===== src/rtl/shift_register8_sched_if.sv =====
// Block/sample handshake bundle between the FFT-stage sequencer and its
// upstream butterfly / downstream serial consumer.
interface shift_register8_sched_if #(
    parameter int IDX_W = 6
);
    logic             blk_valid;
    logic             blk_last;
    logic             blk_ready;
    logic             dn_ready;
    logic             out_valid;
    logic [IDX_W-1:0] out_idx;
    logic             out_last;

    // Traffic side: offers blocks and consumes serial samples.
    modport master (
        output blk_valid, blk_last, dn_ready,
        input  blk_ready, out_valid, out_idx, out_last
    );

    // Sequencer side.
    modport slave (
        input  blk_valid, blk_last, dn_ready,
        output blk_ready, out_valid, out_idx, out_last
    );
endinterface


===== src/rtl/shift_register8_sched.sv =====
// Sequencer for the 8-sample parallel-to-serial shift register at a 64-point
// FFT stage output: accepts blocks, drives load/shift strobes, tracks the
// block/sample position in the frame and flags framing errors.
module shift_register8_sched #(
    parameter int NSAMP = 8,
    parameter int NBLK  = 8
) (
    input  logic                    clk,
    input  logic                    rst_n,
    shift_register8_sched_if.slave  bus,
    input  logic                    abort,
    output logic                    ren,
    output logic                    men,
    output logic                    sync_err,
    output logic                    busy
);
    localparam int SW = $clog2(NSAMP);
    localparam int BW = $clog2(NBLK);
    localparam logic [SW-1:0] SCNT_MAX = SW'(NSAMP - 1);
    localparam logic [BW-1:0] BCNT_MAX = BW'(NBLK - 1);

    typedef enum logic [1:0] {
        INIT  = 2'd0,
        IDLE  = 2'd1,
        SHIFT = 2'd2
    } state_t;

    state_t        state;
    state_t        state_nxt;
    logic [SW-1:0] scnt;
    logic [BW-1:0] bcnt;
    logic          last_q;

    logic at_last_blk;
    logic blk_end;

    assign at_last_blk = (bcnt == BCNT_MAX);
    // The shift that empties the register; only meaningful while men is high.
    assign blk_end     = (scnt == SCNT_MAX);

    // State register.
    // NOTE: sequential state uses non-blocking assignments so every flop samples
    // pre-edge values regardless of process ordering.
    always_ff @(posedge clk or negedge rst_n) begin
        if (!rst_n) begin
            state <= INIT;
        end else begin
            state <= state_nxt;
        end
    end

    // Next-state decision; abort wins over both load and shift.
    // NOTE: every combinational output gets a default first so no path leaves it
    // unassigned, which would otherwise infer a latch.
    always_comb begin
        state_nxt = state;
        case (state)
            INIT:  state_nxt = IDLE;
            IDLE: begin
                if (abort) begin
                    state_nxt = IDLE;
                end else if (bus.blk_valid) begin
                    state_nxt = SHIFT;
                end
            end
            SHIFT: begin
                if (abort) begin
                    state_nxt = IDLE;
                end else if (bus.dn_ready && blk_end) begin
                    state_nxt = IDLE;
                end
            end
            default: state_nxt = INIT;
        endcase
    end

    // Strobes and status decoded from state and live inputs; ren and men are
    // mutually exclusive by construction since they belong to different states.
    always_comb begin
        bus.blk_ready = 1'b0;
        ren           = 1'b0;
        men           = 1'b0;
        busy          = 1'b0;
        case (state)
            IDLE: begin
                bus.blk_ready = !abort;
                ren           = bus.blk_valid && !abort;
            end
            SHIFT: begin
                busy = 1'b1;
                men  = bus.dn_ready && !abort;
            end
            default: ;
        endcase
        bus.out_valid = men;
        bus.out_last  = men && blk_end && last_q;
    end

    assign bus.out_idx = {bcnt, scnt};

    // Position counters, end-of-frame flag and the registered framing-error pulse.
    always_ff @(posedge clk or negedge rst_n) begin
        if (!rst_n) begin
            scnt     <= '0;
            bcnt     <= '0;
            last_q   <= 1'b0;
            sync_err <= 1'b0;
        end else begin
            sync_err <= 1'b0;
            if (abort && state != INIT) begin
                scnt   <= '0;
                bcnt   <= '0;
                last_q <= 1'b0;
            end else if (ren) begin
                scnt     <= '0;
                last_q   <= bus.blk_last || at_last_blk;
                sync_err <= bus.blk_last ^ at_last_blk;
            end else if (men) begin
                scnt <= scnt + 1'b1;
                if (blk_end) begin
                    bcnt <= last_q ? '0 : bcnt + 1'b1;
                end
            end
        end
    end
endmodule


===== src/flat_wrapper.sv =====
// flat-port wrapper written by rule: the top's interface ports become plain ports
module shift_register8_sched_flat 
#(
    parameter int NSAMP = 8,
    parameter int NBLK  = 8
)
  (clk, rst_n, abort, ren, men, sync_err, busy, bus_blk_valid, bus_blk_last, bus_dn_ready, bus_blk_ready, bus_out_valid, bus_out_idx, bus_out_last);
  shift_register8_sched_if #(.IDX_W(6)) bus_i ();
  input  logic clk;
  input  logic rst_n;
  input  logic abort;
  output logic ren;
  output logic men;
  output logic sync_err;
  output logic busy;
  input wire logic [$bits(bus_i.blk_valid)-1:0] bus_blk_valid;
  input wire logic [$bits(bus_i.blk_last)-1:0] bus_blk_last;
  input wire logic [$bits(bus_i.dn_ready)-1:0] bus_dn_ready;
  output wire logic [$bits(bus_i.blk_ready)-1:0] bus_blk_ready;
  output wire logic [$bits(bus_i.out_valid)-1:0] bus_out_valid;
  output wire logic [$bits(bus_i.out_idx)-1:0] bus_out_idx;
  output wire logic [$bits(bus_i.out_last)-1:0] bus_out_last;
  assign bus_i.blk_valid = bus_blk_valid;
  assign bus_i.blk_last = bus_blk_last;
  assign bus_i.dn_ready = bus_dn_ready;
  assign bus_blk_ready = bus_i.blk_ready;
  assign bus_out_valid = bus_i.out_valid;
  assign bus_out_idx = bus_i.out_idx;
  assign bus_out_last = bus_i.out_last;
  shift_register8_sched #(.NSAMP(NSAMP), .NBLK(NBLK)) u_core (.clk(clk), .rst_n(rst_n), .bus(bus_i), .abort(abort), .ren(ren), .men(men), .sync_err(sync_err), .busy(busy));
endmodule

===== config.mk =====
export PLATFORM = sky130hd
export DESIGN_NAME = shift_register8_sched_flat
export DESIGN_NICKNAME = d
export VERILOG_FILES = /design/src/rtl/shift_register8_sched_if.sv /design/src/rtl/shift_register8_sched.sv /design/src/flat_wrapper.sv
export SDC_FILE = /design/constraint.sdc
export NUM_CORES = 1
export LEC_CHECK = 0
export ABC_AREA = 0
export BUFFER_PORTS_ARGS = -buffer_cell sky130_fd_sc_hd__buf_2
export CAP_MARGIN = 20
export CORE_MARGIN = 2
export CORE_UTILIZATION = 42
export CTS_CLUSTER_DIAMETER = 120
export CTS_CLUSTER_SIZE = 25
export DETAILED_ROUTE_END_ITERATION = 6
export PLACE_DENSITY = 0.71
export REMOVE_ABC_BUFFERS = 1
export SLEW_MARGIN = 10
export SYNTH_ARGS = -nofsm -noshare
export SYNTH_HDL_FRONTEND = slang
export SYNTH_SLANG_ARGS = --single-unit
export TNS_END_PERCENT = 5

===== constraint.sdc =====
create_clock -name clk -period 1.7 [get_ports clk]
set_clock_uncertainty 0.1 [all_clocks]
set_input_delay 0.17 -clock clk [delete_from_list [all_inputs] [get_ports clk]]
set_output_delay 0.17 -clock clk [all_outputs]
set_load 0.005 [all_outputs]

==> key figures <==
Finish
  – Fraction of final layout cells with drive strength greater than 1: 0.494
  – Summed area of non-filler cells in the final layout: 832 um^2
  – Net count, final: 95
  – Diodes inserted: 0
  – Final Util: 0.639
  – Commonest non-fill, non-tap cells in the layout: sky130_fd_sc_hd__buf_2 (17), sky130_fd_sc_hd__dfrtp_1 (8), sky130_fd_sc_hd__buf_4 (6)
  – Layout overhead on the synthesized area: 41.8%
  – Commonest non-fill, non-tap cell in the layout: sky130_fd_sc_hd__buf_2

Worst setup path
  – Critical path endpoint category: output pin
  – CP startpoint: u_core.state[0]$_DFFE_PN0P_
  – Path type of the worst setup path: reg -> out
  – Worst Path Required: 1.43 ns
  – Arrival time of data at the critical path endpoint: 1.45 ns
  – Number of cells on the worst reg-to-reg path: 5
  – Start of the worst register-to-register path: u_core.scnt[1]$_DFFE_PN0P_
  – Crit path max fanout: 3
  – CP Launch Type: register

Placement
  – Worst slack at placement: 0.0178 ns
  – RePlAce Congestion: 0.804
  – Placement-stage cell area: 703 um^2
  – DP Wirelength: 880 um
  – Port Buffers: 18

Timing
  – Total of endpoints with negative setup slack in the final report: 1
  – Count of final hold-check violations: 0
  – Final cycle utilization of the critical path: 1.01
  – Unrepaired setup endpoints after global routing: true
  – Fin. max-slew vios: 0
  – Max transition margin: 0.743
  – Worst-margin pin slew: 0.386 ns
  – Period minus WS final: 1.72 ns
  – F_max: 0.581 GHz
  – Post-layout worst setup margin: -0.0210 ns

Route
  – Total number of vias: 492
  – Drt wl/cell: 14.3 um
  – Routed wire length: 1400 um
  – Detailed Route Iter0 Violations: 11
  – Number of nets still failing antenna checks after routing: 0
  – Post-detailed-route DRC marker count: 0
  – Detailed-router iteration count before antenna repair: 4
  – Mean number of vias per cell: 5.02

Synth
  – Top cell type by total area after synthesis: sky130_fd_sc_hd__dfrtp_1
  – Number of instances in the synthesized netlist: 54
  – Leading post-synthesis cells by cell area: sky130_fd_sc_hd__dfrtp_1 (43%), sky130_fd_sc_hd__ha_1 (11%), sky130_fd_sc_hd__mux2i_1 (5.1%), sky130_fd_sc_hd__mux2_4 (5.1%), sky130_fd_sc_hd__inv_1 (3.2%)
  – Yosys cell types: 24
  – Fraction of post-synthesis cell area in the top cell type by area: 0.426
  – Number of synthesis warnings: 0
  – Number of synthesized register bits: 10
  – Part of the Yosys area used for sequential elements: 0.426
  – Area share of fa/ha/maj cells after synthesis: 0.107
  – Xor/xnor share of the synthesized area: 0.0149
  – Post-synthesis cell area: 587 um^2
  – Simple-gate share of the synthesized area: 0.215
  – Compound-gate portion of the synthesized area: 0.0768
  – Synthesized area per cell: 10.9 um^2
  – Combinational family with the most area after synthesis: simple AND/OR/NAND/NOR gates
  – Share of synthesized area spent on multiplexers: 0.102

Clock tree
  – Total number of clock tree sinks: 10
  – Clk slew on worst S/H paths: 0.07 ns
  – Maximum root-to-sink buffer count: 2
  – CTS H-tree lvls: 1
  – CTS buffer count: 3
  – Clk Latency, worst-skew pair: 0.27 ns
  – Clock tree from TritonCTS: done
  – Buffer cell driving the clock tree root: sky130_fd_sc_hd__clkbuf_4

Floorplan
  – Y dimension of the die: 41.4 um
  – Die footprint: 1710 um^2
  – Die width: 41.4 um
  – Number of ports placed on the die boundary: 19
  – Number of cell rows: 13
  – Floorplan Core Area: 1300 um^2
  – Initial core utilization: 0.451

GRT
  – Total global routing track utilization: 0.197
  – Maximum number of pins on one net before global-route repair: 11
  – Total congestion overflow: 0
  – Global-route wire length before repair: 2060 um
  – Antenna violations before repair: 0
  – Vias in the first global route: 472

Status
  – Run status: finished with violations
  – Violated checks: negative setup slack

Power and ir drop
  – Static leakage: 0.432 nW
  – Pwr dens: 693 nW/um^2
  – Max rail drop VDD: 0.452 mV

Min path
  – Worst hold path depth: 2
  – Hold crit path type: in -> reg
  – Start point of the worst hold path: abort

Run
  – Max-cap violation count: 0
## cell families after synthesis
logic type,after synthesis
buffers and inverters,7
AO/OA/AOI/OAI,7
XOR/XNOR,1
multiplexers,5
AND/OR/NAND/NOR,19
flip-flops,10
adder cells (fa/ha/maj),5
## what timing repair did
| action | CTS | global route |
|---|---|---|
| pin swaps | 1 | 2 |
| gates resized for setup | 3 | 7 |
| endpoints found under the hold margin | 11 | 0 |
| buffers inserted | 4 | 0 |
| endpoints found under the setup margin | 3 | 5 |
| hold buffers | 2 | 0 |
| cloned | 0 | 0 |
## sequential cells by signal, summed over array words and instances, names as in the netlist
| signal | cells |
|---|---|
| u_core.bcnt | 3 |
| u_core.state | 2 |
| u_core.last_q | 1 |
| u_core.sync_err | 1 |
| u_core.scnt | 3 |
## Yosys cell counts
cell and count:
sky130_fd_sc_hd__mux2i_1 3, sky130_fd_sc_hd__inv_1 5, sky130_fd_sc_hd__buf_4 2, sky130_fd_sc_hd__and2b_1 1, sky130_fd_sc_hd__nor3b_1 2, sky130_fd_sc_hd__o22ai_1 1, sky130_fd_sc_hd__a21oi_1 3, sky130_fd_sc_hd__nor4bb_1 1
sky130_fd_sc_hd__nor2_1 5, sky130_fd_sc_hd__o21a_1 2, sky130_fd_sc_hd__nand2_1 2, sky130_fd_sc_hd__nor2b_1 1, sky130_fd_sc_hd__nand2b_1 1, sky130_fd_sc_hd__xnor2_1 1, sky130_fd_sc_hd__nor3_4 1, sky130_fd_sc_hd__dfrtp_1 10
sky130_fd_sc_hd__nand3_1 1, sky130_fd_sc_hd__nor2b_2 1, sky130_fd_sc_hd__and3_1 1, sky130_fd_sc_hd__and4bb_2 1, sky130_fd_sc_hd__and2_1 1, sky130_fd_sc_hd__a2bb2oi_1 1, sky130_fd_sc_hd__mux2_4 2, sky130_fd_sc_hd__ha_1 5
## layer usage
metal	up-vias	global-route usage	wire length [um]
li1	245	-	-
met1	231	0.232	611
met2	14	0.332	728
met3	2	0.0319	52
met4	0	0.121	11
met5	-	0	0
## final cells by class
class / count / area (um^2)
clock buffers: 4 / 36.3
fillers: 109 / 469
inverters: 5 / 18.8
multi-input cells: 37 / 333
flip-flops and latches: 10 / 253
well taps: 15 / 18.8
repair buffers: 27 / 173
## where the power goes
part / total, mW / switching [mW] / leakage [nW] / internal (mW)
Clock: 0.225 / 0.0948 / 0.0210 / 0.130
Combinational: 0.0945 / 0.0490 / 0.278 / 0.0455
Sequential: 0.258 / 0.00994 / 0.133 / 0.248
Total: 0.577 / 0.154 / 0.432 / 0.423
## final timing paths
| kind | endpoint | slack, ns |
|---|---|---|
| max in group asynchronous | u_core.state[1]$_DFFE_PN0P_ | 1.09 |
| min in group asynchronous | u_core.scnt[2]$_DFFE_PN0P_ | 0.19 |
| worst min-delay path | u_core.state[1]$_DFFE_PN0P_ | 0.06 |
| worst max register to register | u_core.bcnt[1]$_DFFE_PN0P_ | 0.11 |
| worst max-delay path | bus_out_last | -0.02 |
| worst min register to register | u_core.bcnt[0]$_DFFE_PN0P_ | 0.41 |
## per-stage QoR
step	hold WS, ns	std cells	TNS [ns]	power, mW
5_1_grt	0.0866	98	-0.0334	0.593
4_1_cts	0.0507	98	0	0.570
3_3_place_gp	-0.0560	88	0	0.342
2_1_floorplan	-0.226	52	-0.987	0.310
3_5_place_dp	-0.0532	88	0	0.343
6_report	0.0634	98	-0.0210	0.577
## critical path, cell delays in order, from the launching register on
cell and delay [ns]:
sky130_fd_sc_hd__dfrtp_2 0.42, sky130_fd_sc_hd__nor4bb_2 0.30, sky130_fd_sc_hd__buf_4 0.18, sky130_fd_sc_hd__and3_4 0.19, sky130_fd_sc_hd__buf_6 0.09
Note: power is estimated with default switching activity, not from simulation.
